File: src/rtl/snn_network_ctrl.sv
// rtl/snn_network_ctrl.sv - run sequencer stepping the spiking network through sim_time timesteps
// Optional feature macro: SNN_RUN_CYCLE_COUNT_EN adds the run_cycles busy-cycle counter output.
module snn_network_ctrl #(
   parameter int TIME_WIDTH         = 32,
   parameter int PATTERN_ADDR_WIDTH = 8,
   parameter int MEM_READ_LATENCY   = 1,
   parameter int SETTLE_CYCLES      = 2
) (
   input  logic                          clk,
   input  logic                          rst,
   input  logic [31:0]                   ctrl,
   input  logic [TIME_WIDTH-1:0]         sim_time,
   output logic                          network_busy,
   output logic                          done,
   output logic [PATTERN_ADDR_WIDTH-1:0] pattern_addr,
   output logic                          pattern_rden,
   output logic                          neuron_step,
   output logic                          clear_counters,
`ifdef SNN_RUN_CYCLE_COUNT_EN
   output logic [31:0]                   run_cycles,
`endif
   output logic [TIME_WIDTH-1:0]         timestep
);

   typedef enum logic [2:0] {
      S_IDLE,
      S_FETCH,
      S_STEP,
      S_SETTLE,
      S_FIN
   } state_t;

   localparam logic [3:0] FETCH_LAST  = 4'(MEM_READ_LATENCY - 1);
   localparam logic [3:0] SETTLE_LAST = 4'(SETTLE_CYCLES - 1);

   state_t                  state;
   logic [3:0]              cnt;
   logic                    ctrl0_q;
   logic                    ctrl1_q;
   logic [TIME_WIDTH-1:0]   sim_time_q;
   logic [TIME_WIDTH-1:0]   ts_inc;
   logic                    start_evt;
   logic                    abort_evt;
   logic                    unused_ctrl;

   assign start_evt   = ctrl[0] & ~ctrl0_q;
   assign abort_evt   = ctrl[1] & ~ctrl1_q;
   assign ts_inc      = timestep + 1'b1;
   assign unused_ctrl = ^ctrl[31:2];

   always_ff @(posedge clk) begin
      if (rst) begin
         state          <= S_IDLE;
         cnt            <= '0;
         ctrl0_q        <= 1'b0;
         ctrl1_q        <= 1'b0;
         sim_time_q     <= '0;
         network_busy   <= 1'b0;
         done           <= 1'b0;
         pattern_addr   <= '0;
         pattern_rden   <= 1'b0;
         neuron_step    <= 1'b0;
         clear_counters <= 1'b0;
         timestep       <= '0;
      end else begin
         ctrl0_q        <= ctrl[0];
         ctrl1_q        <= ctrl[1];
         clear_counters <= 1'b0;
         // Abort takes priority over everything, including a coincident start.
         if (abort_evt) begin
            state          <= S_IDLE;
            cnt            <= '0;
            network_busy   <= 1'b0;
            done           <= 1'b0;
            clear_counters <= 1'b1;
            timestep       <= '0;
            pattern_addr   <= '0;
            pattern_rden   <= 1'b0;
            neuron_step    <= 1'b0;
         end else begin
            case (state)
               S_IDLE: begin
                  if (start_evt) begin
                     sim_time_q     <= sim_time;
                     timestep       <= '0;
                     done           <= 1'b0;
                     clear_counters <= 1'b1;
                     network_busy   <= 1'b1;
                     cnt            <= '0;
                     pattern_addr   <= '0;
                     if (sim_time != '0) begin
                        state        <= S_FETCH;
                        pattern_rden <= 1'b1;
                     end else begin
                        state <= S_FIN;
                     end
                  end
               end
               S_FETCH: begin
                  if (cnt == FETCH_LAST) begin
                     state        <= S_STEP;
                     cnt          <= '0;
                     pattern_rden <= 1'b0;
                     neuron_step  <= 1'b1;
                  end else begin
                     cnt <= cnt + 1'b1;
                  end
               end
               S_STEP: begin
                  state       <= S_SETTLE;
                  neuron_step <= 1'b0;
               end
               S_SETTLE: begin
                  if (cnt == SETTLE_LAST) begin
                     cnt <= '0;
                     // Compare before increment so sim_time of all-ones cannot overflow.
                     if (timestep == sim_time_q - 1'b1) begin
                        state <= S_FIN;
                     end else begin
                        state        <= S_FETCH;
                        timestep     <= ts_inc;
                        pattern_addr <= ts_inc[PATTERN_ADDR_WIDTH-1:0];
                        pattern_rden <= 1'b1;
                     end
                  end else begin
                     cnt <= cnt + 1'b1;
                  end
               end
               S_FIN: begin
                  state        <= S_IDLE;
                  network_busy <= 1'b0;
                  done         <= 1'b1;
               end
               default: state <= S_IDLE;
            endcase
         end
      end
   end

`ifdef SNN_RUN_CYCLE_COUNT_EN
   always_ff @(posedge clk) begin
      if (rst || abort_evt) begin
         run_cycles <= '0;
      end else if (state == S_IDLE && start_evt) begin
         run_cycles <= '0;
      end else if (network_busy && run_cycles != 32'hFFFF_FFFF) begin
         run_cycles <= run_cycles + 1'b1;
      end
   end
`endif

endmodule

File: config.mk
export PLATFORM = sky130hd
export DESIGN_NAME = snn_network_ctrl
export DESIGN_NICKNAME = d
export VERILOG_FILES = /design/src/rtl/snn_network_ctrl.sv
export SDC_FILE = /design/constraint.sdc
export NUM_CORES = 1
export LEC_CHECK = 0
export BUFFER_PORTS_ARGS = -buffer_cell sky130_fd_sc_hd__clkbuf_2
export CORE_MARGIN = 2
export CORE_UTILIZATION = 54
export DETAILED_ROUTE_END_ITERATION = 16
export HOLD_SLACK_MARGIN = 0.02
export PLACE_DENSITY = 0.8
export SYNTH_ARGS = -nofsm -noshare
export SYNTH_HDL_FRONTEND = slang
export SYNTH_SLANG_ARGS = --single-unit
File: constraint.sdc
create_clock -name clk -period 3.9 [get_ports clk]
set_input_delay 0.78 -clock clk [delete_from_list [all_inputs] [get_ports clk]]
set_output_delay 0.78 -clock clk [all_outputs]
set_load 0.01 [all_outputs]
# Word level (Yosys, flattened, before mapping)
# Index checks and enable logic that the tools add are counted.
[word_totals]
reg_bits = 86
inputBits = 66
output_inout_bits = 45
[op_classes]
mux = 33
n_bitwise = 5
n_addsub = 3
n_eq_ne = 11
reduce_logical = 15
[op_table]
columns = ["op", "count"]
rows = [
  ["32-bit 2-to-1 mux", 3],
  ["32-bit case mux with 2 select lines", 1],
  ["32-bit by 1-bit adder with 32-bit output, second input constant", 1],
  ["32-bit == test", 1],
  ["32-bit nonzero test", 1],
  ["32-bit by 1-bit subtractor with 32-bit output, second input constant", 1],
  ["8-bit 2-to-1 mux", 3],
  ["8-bit case mux with 2 select lines", 1],
  ["3-bit 2-to-1 mux", 5],
  ["4-bit 2-to-1 mux", 3],
  ["3-bit case mux with 4 select lines", 1],
  ["4-bit case mux with 3 select lines", 1],
  ["1-bit 2-to-1 mux", 11],
  ["2-bit inequality test, second input constant", 5],
  ["3-bit by 2-bit == test with 1-bit output, second input constant", 2],
  ["1-bit case mux with 2 select lines", 3],
  ["2-bit AND reduction", 3],
  ["3-bit AND reduction", 2],
  ["6-bit AND reduction", 1],
  ["2-bit nonzero test", 3],
  ["4-bit by 1-bit adder with 4-bit output, second input constant", 1],
  ["4-bit by 1-bit == test with 1-bit output, second input constant", 1],
  ["4-bit logical NOT", 1],
  ["4-bit AND reduction", 1],
  ["other kinds (8)", 11],
]

# Depth between registers and ports, before layout
# Gate-level depths: netlist (run 1).
[logic_depth]
word_depth = 5
mapped_depth = 14

# Least setup slack after synthesis (run 1)
# Ideal clock, no wire load.
[synth_path]
path_type = "register -> register"
from = "reg sim_time_q[0]"
to = "reg pattern_addr[6]"
required_time_ns = 3.773
setup_time_ns = 0.127
period_less_slack_ns = 3.290
path_stages_with_launch = 15
arrival_ns = 3.163
slack_ns = 0.610
path_cell_list = "dfxtp_1 > inv_1 > ha_1 > or4b_4 > or4_4 > mux2_1 > o22ai_1 > o21ai_1 > nor4_2 > a21oi_2 > o21ai_4 > buf_6 > buf_8 > xnor2_1 > nor2_2"
[synth_between]
elab_chain_cells = 4
[synth_rtl]
columns = ["element", "line_no", "rtl"]
rows = [
  ["start: declaration", "40", "logic [TIME_WIDTH-1:0] sim_time_q;"],
  ["start signal: assignment", "84", "sim_time_q <= sim_time;"],
  ["32-bit by 1-bit subtractor with 32-bit output", "117", "if (timestep == sim_time_q - 1'b1) begin"],
  ["32-bit == test", "117", ""],
  ["2-bit inequality test (no line)", "--", ""],
  ["4-bit AND reduction (no line)", "--", ""],
  ["end signal: assignment", "122", "pattern_addr <= ts_inc[PATTERN_ADDR_WIDTH-1:0];"],
  ["end: declaration", "15", "output logic [PATTERN_ADDR_WIDTH-1:0] pattern_addr,"],
]
# No other way between the ends.
# A chain may end at the register's enable or synchronous reset.

# Worst setup path in the final report (run 1)
[layout_path]
from = "reg sim_time_q[0]"
to = "reg timestep[17]"
[layout_between]
elab_chain_cells = 4
[layout_rtl]
columns = ["element", "line_no", "rtl"]
rows = [
  ["32-bit by 1-bit subtractor with 32-bit output", "117", ""],
  ["32-bit == test", "117", ""],
  ["2-bit inequality test (no line)", "--", ""],
  ["4-bit AND reduction (no line)", "--", ""],
  ["end signal: assignment", "121", "timestep <= ts_inc;"],
  ["end: declaration", "22", "output logic [TIME_WIDTH-1:0] timestep"],
]
# No other way between the ends.

==> results of run 1 <==
[power by group]
part | internal [W] | leakage [nW] | total, W | switching [W]
registers | 0.000822 | 0.633 | 0.000860 | 0.0000387
clock network | 0.000329 | 0.0976 | 0.000632 | 0.000303
logic | 0.000171 | 1.21 | 0.000399 | 0.000227
[registers in the layout, summed over array words and instances, names as in the netlist]
| register | count |
|---|---|
| cnt | 4 |
| state | 3 |
| ctrl1_q | 1 |
| neuron_step | 1 |
| sim_time_q | 32 |
| pattern_addr | 7 |
| pattern_rden | 1 |
| clear_counters | 1 |
| timestep | 25 |
| network_busy | 1 |
| ctrl0_q | 1 |
| done | 1 |
[routing by layer]
metal  vias to the layer above  GRT usage [%]  wire length, um
li1                       2239              -                -
met1                      2131          35.94             5281
met2                       216          37.44             5132
met3                        16          5.403             1042
met4                         0          8.333              166
met5                         -              0                0
[layout make-up]
| cell class | count | share of cell area, % |
|---|---|---|
| multi-input combinational | 465 | 53.34 |
| timing repair buffer | 86 | 9.067 |
| clock buffer | 11 | 2.918 |
| clock inverter | 5 | 1.109 |
| sequential | 78 | 30.09 |
| tap | 105 | 2.532 |
| inverter | 13 | 0.9404 |
[how the worst max path moves through the flow]
stage | start | endpoint | slack [ps] | cells after the start
global route | sim_time_q[0]$_SDFFE_PP0P_ | timestep[17]$_SDFFE_PP0P_ | 6 | 13
detailed placement | sim_time_q[0]$_SDFFE_PP0P_ | timestep[29]$_SDFFE_PP0P_ | 260 | 13
floorplan | sim_time_q[0]$_SDFFE_PP0P_ | pattern_addr[6]$_SDFFE_PP0P_ | 610 | 14
finish | sim_time_q[0]$_SDFFE_PP0P_ | timestep[17]$_SDFFE_PP0P_ | 170 | 13
global placement | sim_time_q[0]$_SDFFE_PP0P_ | timestep[31]$_SDFFE_PP0P_ | 310 | 13
CTS | sim_time_q[0]$_SDFFE_PP0P_ | timestep[29]$_SDFFE_PP0P_ | 230 | 13
[Yosys cell counts, types with 7 or more instances]
cell type	number
o21ai_1	27
nor3_1	13
nor4_1	15
nand4_1	13
xor2_1	20
xnor2_1	24
nand2b_1	7
nor2_1	34
a21oi_1	72
clkbuf_1	20
nand2_1	89
inv_1	13
buf_4	10
o21ai_0	8
dfxtp_1	78
nand3_1	19
or3_1	29
[kinds of logic (layout without fill, tap and decap cells)]
group                      count (synthesis)  in the layout
and+or+nand+nor                          270            270
AOI/OAI and AO/OA                        143            143
DFF                                       78             78
buffers and inverters                     49            115
xor gates and xnor gates                  44             44
adders and majority gates                  6              6
muxes                                      2              2
[worst max-delay path, cell delays in order, from the launching register on]
cell       delay (ps)
dfxtp_1           370
inv_1             100
ha_1              250
or4b_4            520
or4_4             460
mux2_1            330
o22ai_1           180
o21ai_1           120
nor4_2            480
a21oi_2           170
o2111ai_2         260
buf_12            180
or3_1             110
a21oi_1            60
[per-stage QoR]
step | util, % | hold slack [ps]
detailed placement | 60.61 | 461.2
global route | 63.15 | 497.9
CTS | 63.15 | 472.9
global placement | 60.61 | 461.0
floorplan | - | 447.8
finish | 63.15 | 472.2
==> reports/results.txt, run 1 <==
Vias = 4602
Top FF cell, synth = dfxtp_1
DP Area = 0.004980 mm2
R2R Path End = timestep[17]$_SDFFE_PP0P_
Slew @ Worst Pin = 1035 ps
Post-Layout Inst Area = 0.005189 mm2
Initial antenna violation count = 0
Diodes inserted = 0
Rows = 33
Leak = 1.940 nW
I/O pins = 111
Asr flop ratio synth = 0%
WL/cell = 15.23 um
Period utilization = 95.72%
Fin. max-slew vios = 0
CTS Buf Count = 9
Nets = 725
Cts repair resizes = 0
Post-route ant nets = 0
Area of the multi-input gates = 0.002768 mm2
First-pass GRT wire length = 18260 um
Start point of the worst hold path = sim_time_q[31]$_SDFFE_PP0P_
Total GRT Usage = 25.15%
Post-Synth Simple-Gate Area = 31.74%
Pwr/cell area = 364.3 mW/mm2
Post-CTS Setup Repair Bufs = 0
Commonest non-fill, non-tap cell in the layout = nand2_1
VDD IR-drop max = 0.2628 mV
F_max = 267.9 MHz
Clock slew at the register clock pins of the worst setup and hold paths = 80 ps
Hold depth = 2
Mux share of post-synthesis cell area = 0.4640%
RSZ-0062 raised after global routing = no
Min cycle time layout = 3733 ps
Yosys cell types = 64
Setup CP Type = reg -> reg
HPWL after DPL = 8570 um
Worst Hold Class = reg -> reg
Placed cells = 747
Area of the mapped netlist = 0.004584 mm2
Largest family of logic cells by synthesized area = simple AND/OR/NAND/NOR gates
Worst Hold Path EP = sim_time_q[31]$_SDFFE_PP0P_
CTS root buffer = clkbuf_8
Setup TNS Final = 0 ps
EDFF count, synth = 0
Final setup fails = 0
Routability Congestion = 0.9073
Clk sink count = 78
CTS tree = done
Slew HR = 30.84%
CTS Hold Bufs = 0
Reg2reg path depth = 13
Yosys top cell by area = dfxtp_1
Final-report hold violation count = 0
Top cells by area, synth = dfxtp_1 (34%), a21oi_1 (7.9%), nand2_1 (7.3%)
Core ar. = 0.008217 mm2
Cells after Synth = 592
Clk Latency, worst-skew pair = 360 ps
Starting Density = 55.79%
Synth Area in Adders = 1.638%
Seq/Total Area, Yosys = 34.06%
Setup Skew = 7.825 ps
Die Span Y = 96.14 um
Total of max-cap violations = 0
Drt drc = 0
Share of layout cells above drive strength 1 = 18.69%
Most frequent cells in the layout = nand2_1 (89), clkbuf_2 (80), dfxtp_1 (78), a21oi_1 (72), nor2_1 (33)
Iteration-0 DRC count of the detailed router = 387
Total congestion overflow = 0
H-tree depth = 3
Crit. End Element = flop
Cell Count, Final, Fillers Out = 763
Die width = 96.14 um
CTS max path bufs = 2
Dpl ws = 261.8 ps
Crit path max fanout = 22
Layout fillers = 730
Flops & latches, synth = 78
Synth Net Count = 664
YS warnings = 0
Pin count of the biggest net entering global routing = 38
Die area = 0.009243 mm2
Area Growth Syn to Fin = 13.18%
Share of the synthesized area in the top cell type = 34.06%
Startpoint types = flop
Port buffer count = 80
R2R setup slack = 170 ps
Synth Area in Compound Gates = 18.07%
Detailed-router iteration count before antenna repair = 6
Pwr Total = 0.001890 W
Register area = 0.001562 mm2
DR vias/cell = 6.031
Synth Area in XOR/XNOR = 8.406%
R2R Path Start = sim_time_q[0]$_SDFFE_PP0P_
Drt total wl = 11620 um
Vias in the first global route = 3916
Worst endpoint required time = 4130 ps
Worst path arrival time = 3970 ps
Min setup slack post-route = 167.0 ps
Syn_area_per_cell = 7.744 um2
Status = completed
Power figures use the tool's default switching activity.
==> run 2: changes to the inputs <==
--- a/config.mk
+++ b/config.mk
@@ -5,7 +5,7 @@
 export SDC_FILE = /design/constraint.sdc
 export NUM_CORES = 1
 export LEC_CHECK = 0
-export BUFFER_PORTS_ARGS = -buffer_cell sky130_fd_sc_hd__clkbuf_2
+export BUFFER_PORTS_ARGS = -buffer_cell sky130_fd_sc_hd__buf_2
 export CORE_MARGIN = 2
 export CORE_UTILIZATION = 54
 export DETAILED_ROUTE_END_ITERATION = 16
==> run 2 against run 1 <==
Total power is 5.5% lower. Count of clock-buffer cells in the layout fell by 1. Flip-flop and latch count stayed put. Final cell count fell by 0.13%. Fmax rose by 0.94%. Register-to-register slack gained 30 ps. Non-clock buffer count shrank 1. Core utilization decreased by 0.53 points. Clock power decreased by 16%. Clock skew is 3.0 ps higher. Sequential share of layout area increased by 0.26 points. Critical path type unchanged.
==> reports/results.txt, run 2 (synthesized netlist as in run 1, its figures left out) <==
CTS root buffer = clkbuf_8
First-pass GRT wire length = 19060 um
Core ar. = 0.008217 mm2
DR vias/cell = 6.009
Pwr/cell area = 347.1 mW/mm2
RSZ-0062 raised after global routing = no
R2R setup slack = 200 ps
Iteration-0 DRC count of the detailed router = 454
CTS Buf Count = 9
Setup Skew = 10.81 ps
Clk sink count = 78
Total of max-cap violations = 0
Pin count of the biggest net entering global routing = 38
Starting Density = 55.79%
Area Growth Syn to Fin = 12.23%
Leak = 1.954 nW
Drt total wl = 11670 um
Total GRT Usage = 26.19%
Gate power share = 22.2%
I/O pins = 111
R2R Path End = timestep[29]$_SDFFE_PP0P_
Largest register FFs = 32
CTS max path bufs = 2
Dpl ws = 251.3 ps
Net Sw Power = 0.0005666 W
Setup CP Type = reg -> reg
Initial antenna violation count = 0
Final setup fails = 0
Sequential Power Share = 48.2%
Rows = 33
Worst endpoint required time = 4150 ps
Drt drc = 0
Period utilization = 94.83%
Diodes inserted = 0
Nets = 724
Slew @ Worst Pin = 963.8 ps
Post-route ant nets = 0
Startpoint types = flop
Clk Latency, worst-skew pair = 360 ps
Detailed-router iteration count before antenna repair = 5
CP peak stage delay = 520 ps
F_max = 270.4 MHz
Clock slew at the register clock pins of the worst setup and hold paths = 80 ps
Crit. End Element = flop
Largest Register = sim_time_q
Reg2reg path depth = 13
Die Span Y = 96.14 um
Cell Count, Final, Fillers Out = 762
Largest regs = sim_time_q x32, timestep x25, pattern_addr x7
Share of layout cells above drive strength 1 = 18.57%
Min setup slack post-route = 201.6 ps
Worst Hold Class = reg -> reg
Setup TNS Final = 0 ps
HPWL after DPL = 8749 um
Crit path max fanout = 22
VDD IR-drop max = 0.2308 mV
Total congestion overflow = 0
Worst path arrival time = 3940 ps
Int Pwr = 0.001219 W
Routability Congestion = 0.9106
CTS Hold Bufs = 0
Setup crit start = sim_time_q[0]$_SDFFE_PP0P_
Status = completed
Layout fillers = 748
Most frequent cells in the layout = nand2_1 (89), buf_2 (80), dfxtp_1 (78), a21oi_1 (72), nor2_1 (33)
CP max-delay cell = or4b_4
Commonest non-fill, non-tap cell in the layout = nand2_1
Placed cells = 746
Min cycle time layout = 3698 ps
WL/cell = 15.31 um
Fin. max-slew vios = 0
Worst setup path endpoint = timestep[29]$_SDFFE_PP0P_
Clock power share = 29.6%
Worst-path cell chain = inv_1, ha_1, or4b_4, or4_4, mux2_1, o22ai_1, o21ai_1, nor4_2, a21oi_2, o2111ai_2, buf_12, or3_1, a21oi_1
Final-report hold violation count = 0
H-tree depth = 3
Slew HR = 35.59%
Switching Fraction = 31.73%
Vias = 4579
CTS tree = done
Die area = 0.009243 mm2
Port buffer count = 80
Post-CTS Setup Repair Bufs = 0
Vias in the first global route = 4004
R2R Path Start = sim_time_q[0]$_SDFFE_PP0P_
Die width = 96.14 um
-- run 2: changes by cell type in the layout (fill, tap and decap cells not counted), sizes merged --
cell      delta
clkinv       +3
clkinvlp     -1
buf         +79
bufinv       -1
clkbuf      -81
-- run 2: worst max-delay path, delay by kind of cell, from the launching register on --
family	cells	cell delay (ps)
flip-flops	1	380
adder cells (fa/ha/maj)	1	260
buffers and inverters	2	290
AO/OA/AOI/OAI	5	770
multiplexers	1	320
AND/OR/NAND/NOR	4	1560
-- run 2: worst min-delay path by stage --
stage	from	to	cells after the start
global route	sim_time_q[30]$_SDFFE_PP0P_	sim_time_q[30]$_SDFFE_PP0P_	2
global placement	sim_time_q[31]$_SDFFE_PP0P_	sim_time_q[31]$_SDFFE_PP0P_	2
CTS	sim_time_q[31]$_SDFFE_PP0P_	sim_time_q[31]$_SDFFE_PP0P_	2
floorplan	sim_time_q[31]$_SDFFE_PP0P_	sim_time_q[31]$_SDFFE_PP0P_	2
detailed placement	sim_time_q[30]$_SDFFE_PP0P_	sim_time_q[30]$_SDFFE_PP0P_	2
finish	sim_time_q[30]$_SDFFE_PP0P_	sim_time_q[30]$_SDFFE_PP0P_	2
-- run 2: cell type report --
type                       count  area (um2)  area share, %
timing repair buffer          85       462.9          8.998
inverter                      13       48.80         0.9484
tap                          105       131.4          2.554
sequential                    78        1562          30.35
clock buffer                  10       127.6          2.481
clock inverter                 6       38.79         0.7539
multi-input combinational    465        2774          53.92
-- run 2: power by group through the flow --
stage               clock network [W]  registers (W)  logic [W]
detailed placement                  0       0.000878   0.000386
finish                       0.000529       0.000861   0.000396
global route                 0.000568       0.000864   0.000435
floorplan                           0       0.000863   0.000309
CTS                          0.000536       0.000859   0.000387
global placement                    0       0.000875   0.000375
-- run 2: layer usage --
layer	vias to the layer above	wire length (um)	GRT usage, %
met3	23	980	4.464
li1	2244	-	-
met5	-	0	0
met4	0	238	9.048
met2	186	5203	39.93
met1	2126	5246	37.20
-- run 2: timing repair --
action / CTS / global route
setup endpoints to repair: 0 / 25
resized for setup: 0 / 1
endpoints found under the hold margin: 0 / 0
-- run 2: through the flow --
stage               cell area, um2  util (%)  hold WS (ps)  total power, W
CTS                           5139     62.54         491.8        0.001782
floorplan                     4584         -         447.8        0.001172
finish                        5145     62.62         491.5        0.001786
global route                  5145     62.62         516.1        0.001867
detailed placement            4972     60.51         481.0        0.001264
global placement              4972     60.51         461.8        0.001250
